File: src/rtl/uart_tx_arbiter.sv
// Round-robin arbiter sharing one uart_tx among N_REQ byte requesters; registered grant/start/ready.
// Optional tag mode (define UART_ARB_TAG_EN) prefixes each payload with the byte 'A'+grant_id.
module uart_tx_arbiter #(
  parameter int N_REQ = 4
) (
  input  logic                     clk,
  input  logic                     rst,
  input  logic [N_REQ-1:0]         req_valid,
  input  logic [8*N_REQ-1:0]       req_data,
  output logic [N_REQ-1:0]         req_ready,
  output logic [$clog2(N_REQ)-1:0] grant_id,
  output logic                     busy,
  output logic [7:0]               uart_byte,
  output logic                     uart_start,
  input  logic                     uart_done
);

  localparam int IW = $clog2(N_REQ);

  typedef enum logic [2:0] {
    IDLE      = 3'd0,
    START     = 3'd1,
    WAIT      = 3'd2
`ifdef UART_ARB_TAG_EN
    ,
    TAG_START = 3'd3,
    TAG_WAIT  = 3'd4
`endif
  } state_t;

`ifdef UART_ARB_TAG_EN
  localparam logic [7:0] TAG_BASE = 8'h41;
`endif

  state_t           r_state;
  logic [IW-1:0]    r_ptr;
  logic [IW-1:0]    r_gid;
  logic [N_REQ-1:0] r_ready;
  logic             r_start;
  logic             r_busy;
  logic [7:0]       r_byte;
`ifdef UART_ARB_TAG_EN
  logic [7:0]       r_payload;
`endif

  logic             w_any;
  logic [IW-1:0]    w_win;
  logic [N_REQ-1:0] w_onehot;
  logic [7:0]       w_win_dat;

  // (base + ofs) mod N_REQ, so non-power-of-two N_REQ wraps correctly.
  function automatic logic [IW-1:0] f_rr(input logic [IW-1:0] base, input int ofs);
    int sum;
    sum = (int'(base) + ofs) % N_REQ;
    return sum[IW-1:0];
  endfunction

  // Scan from the lowest-priority offset down so the nearest requester to r_ptr wins.
  always_comb begin
    w_any = 1'b0;
    w_win = '0;
    for (int k = N_REQ - 1; k >= 0; k--) begin
      if (req_valid[f_rr(r_ptr, k)]) begin
        w_any = 1'b1;
        w_win = f_rr(r_ptr, k);
      end
    end
  end

  always_comb begin
    w_onehot = '0;
    w_onehot[w_win] = 1'b1;
    w_win_dat = 8'h00;
    for (int k = 0; k < N_REQ; k++) begin
      if (w_win == IW'(k)) begin
        w_win_dat = req_data[k*8 +: 8];
      end
    end
  end

  always_ff @(posedge clk) begin
    if (rst) begin
      r_state   <= IDLE;
      r_ptr     <= '0;
      r_gid     <= '0;
      r_ready   <= '0;
      r_start   <= 1'b0;
      r_busy    <= 1'b0;
      r_byte    <= 8'h00;
`ifdef UART_ARB_TAG_EN
      r_payload <= 8'h00;
`endif
    end else begin
      r_ready <= '0;
      r_start <= 1'b0;
      case (r_state)
        IDLE: begin
          if (w_any) begin
            r_gid   <= w_win;
            r_ptr   <= f_rr(w_win, 1);
            r_ready <= w_onehot;
            r_start <= 1'b1;
            r_busy  <= 1'b1;
`ifdef UART_ARB_TAG_EN
            r_payload <= w_win_dat;
            r_byte    <= TAG_BASE + 8'(w_win);
            r_state   <= TAG_START;
`else
            r_byte  <= w_win_dat;
            r_state <= START;
`endif
          end
        end
        START: r_state <= WAIT;
        WAIT: begin
          if (uart_done) begin
            r_busy  <= 1'b0;
            r_state <= IDLE;
          end
        end
`ifdef UART_ARB_TAG_EN
        TAG_START: r_state <= TAG_WAIT;
        // Tag finished: launch the payload without dropping busy.
        TAG_WAIT: begin
          if (uart_done) begin
            r_byte  <= r_payload;
            r_start <= 1'b1;
            r_state <= START;
          end
        end
`endif
        default: r_state <= IDLE;
      endcase
    end
  end

  assign req_ready  = r_ready;
  assign grant_id   = r_gid;
  assign busy       = r_busy;
  assign uart_byte  = r_byte;
  assign uart_start = r_start;

endmodule

File: config.mk
export PLATFORM = sky130hd
export DESIGN_NAME = uart_tx_arbiter
export DESIGN_NICKNAME = d
export VERILOG_FILES = /design/src/rtl/uart_tx_arbiter.sv
export SDC_FILE = /design/constraint.sdc
export NUM_CORES = 1
export LEC_CHECK = 0
export CAP_MARGIN = 30
export CELL_PAD_IN_SITES_DETAIL_PLACEMENT = 1
export CELL_PAD_IN_SITES_GLOBAL_PLACEMENT = 1
export CORE_UTILIZATION = 28
export CTS_BUF_LIST = sky130_fd_sc_hd__clkbuf_8 sky130_fd_sc_hd__clkbuf_16
export DETAILED_ROUTE_END_ITERATION = 12
export GPL_TIMING_DRIVEN = 0
export MAX_ROUTING_LAYER = met4
export PLACE_DENSITY_LB_ADDON = 0.05
export SETUP_SLACK_MARGIN = 0.1
export SYNTH_ARGS = -nofsm -noshare
export SYNTH_HDL_FRONTEND = slang
export SYNTH_SLANG_ARGS = --single-unit
File: constraint.sdc
create_clock -name clk -period 2.3 [get_ports clk]
set_input_delay 0.23 -clock clk [delete_from_list [all_inputs] [get_ports clk]]
set_output_delay 0.23 -clock clk [all_outputs]
set_load 0.05 [all_outputs]
==> metrics.cfg <==
[placement]
gp_congestion=0.747
io_buffers=54
hpwlAfterDp_mm=2.65

[logic_synthesis]
synth_cell_type_count=29
synth_seq_cells=20
postSynthAreaPerCell_um2=8.91
synth-seq-area-share_pct=35.1
synth_nets=171
synthArstFlopShare_pct=0
synth_ff_type=dfxtp_1
synth_warnings=0
synth_edf_count=0
synthCells=128
syn-cell-area_um2=1140

[global_routing]
first_global_vias=1178
track_usage_pct=18.5
antenna_found_initial=0
grt_max_degree=12
grt_pass1_wl_mm=5.71
grt-ovfl-total=0

[setup_path]
criticalPathCategory=primary input to register
worstPathRequired_ns=2.49
worstPathArrival_ns=2.25
cp-start-kind=primary input
end_kind=register
path_max_fanout=10

[finish]
areaGrowthSynthToFinish_pct=70.6
drive_above_1_share_pct=27.7
final_net_count=232
layout.cells.most_common=clkdlybuf4s50_1
layout_common_cells=clkdlybuf4s50_1, dfxtp_1, nor2_1, inv_1, nand3b_1
num_antenna_cells=0

[floorplanning]
die_h_um=65.8
core_area_um2=3770
die_area_um2=4330
rows=22
start_util_pct=30.3
die_w_um=65.8
ios=55

[route]
drcViolationCount=0
wl_per_cell_um=15.3
ant_nets=0
firstDrtPassIters=4
via_count=1164
vias_per_cell=4.93
wl_mm=3.61
dr.first_iter.drc_count=21

[clocking]
ctsHoldBuffers=0
cts-buffers-inserted=3
cts_tree=yes
insertion_delay_ns=0.26
cts_max_path_buffers=2
cts_htree_levels=1
clkTransAtPathRegs_ns=0.08
cts_sinks=20
cts_root_buf=clkbuf_8

[sta]
fin_skew_ns=0.00376
layout_worst_path_cycle_share_pct=89.2
rsz0062_at_grt=no
layout_min_cycle_time_ns=2.05
setup_violations=0
relSlewSlack_pct=57.1
worst_pin_slew_ns=0.643
fmax_mhz=487
finalHoldViolCount=0
drv_slew=0
fin_tns_setup_ns=0

[outcome]
status=completed

[hold_path]
hold_path.class=register to register

[run]
drv_cap=0

[power]
power_mw=1.50
power.density_nw_per_um2=773
p_leak_nw=0.758
peakVddDrop_v=0.000286

==> cells in the mapped netlist, types with 2 or more instances <==
master	number	area share, %
buf_4	2	1.3
ha_1	4	4.4
nand3b_1	10	6.6
nand2_1	2	0.66
inv_1	13	4.3
nor2b_1	3	1.6
buf_2	3	1.3
and2_1	4	2.2
nor3_1	3	1.3
nor3_2	7	6.1
a21oi_1	10	4.4
dfxtp_1	20	35
a221oi_1	8	6.1
a211oi_2	8	8.8
o21ai_0	3	1.3
buf_1	3	0.99
nor2_1	13	4.3
==> power by group <==
part | internal, mW | switching [mW] | total, mW
registers | 0.402 | 0.0374 | 0.439
clock network | 0.152 | 0.119 | 0.271
logic | 0.342 | 0.452 | 0.794
==> area by class of cell <==
type,instances,area [µm²]
fill,428,1820
multi-input combinational,86,754
timing repair buffer,56,556
sequential,20,403
buffer,9,70.1
tap,48,60.1
clock buffer,4,55.1
inverter,13,48.8
==> final timing paths <==
kind                 from      endpoint  slack, ns  depth (start not counted)
max          req_valid[2]  uart_byte[2]       0.25                         11
min          uart_byte[0]  uart_byte[0]       0.50                          2
max reg2reg      r_ptr[0]  uart_byte[2]       0.26                          9
min reg2reg  uart_byte[0]  uart_byte[0]       0.50                          2
==> critical path, cell delays in order <==
cell,delay [ns]
dlygate4sd2_1,0.26
nor2b_1,0.15
a21boi_1,0.14
o32ai_2,0.27
inv_1,0.12
ha_1,0.19
buf_4,0.16
buf_6,0.16
a221oi_2,0.35
a211oi_2,0.07
nor3_2,0.14
==> per-stage QoR <==
step           worst slack [ns]  utilization (%)  instances  hold slack, ns  area [µm²]
3_3_place_gp             -0.632             46.2        230           0.478        1740
4_1_cts                   0.109             51.1        236           0.500        1930
6_report                  0.248             51.6        236           0.498        1950
3_5_place_dp             -0.661             46.2        230           0.486        1740
5_1_grt                   0.106             51.6        236           0.545        1950
2_1_floorplan             0.240                -        128           0.300        1140
==> logic make-up after synthesis <==
logic type      Yosys count  share of synthesized area, %
compound gates           34                          23.9
fa+ha+maj                 4                          4.39
buf+inv                  22                          8.88
flops                    20                          35.1
mux                       1                         0.877
simple gates             47                          26.9
==> sequential cells by signal (all words and copies together) (netlist names) <==
| register | cells |
|---|---|
| busy | 1 |
| r_ptr | 2 |
| req_ready | 4 |
| uart_byte | 8 |
| r_state | 2 |
| grant_id | 2 |
| uart_start | 1 |
==> timing repair <==
item | in CTS | in global routing
endpoints found under the setup margin | 9 | 8
pin swaps | 5 | 1
gates resized for setup | 28 | 8
setup buffers | 2 | 0
==> routing by layer <==
metal	share of wire, %	vias up	track usage [%]
met2	49	44	32.4
met5	0	-	-
li1	-	575	-
met4	1.5	0	6.52
met3	4.6	5	1.55
met1	45	540	22.0
No activity file was read; power rests on OpenSTA's default activity.
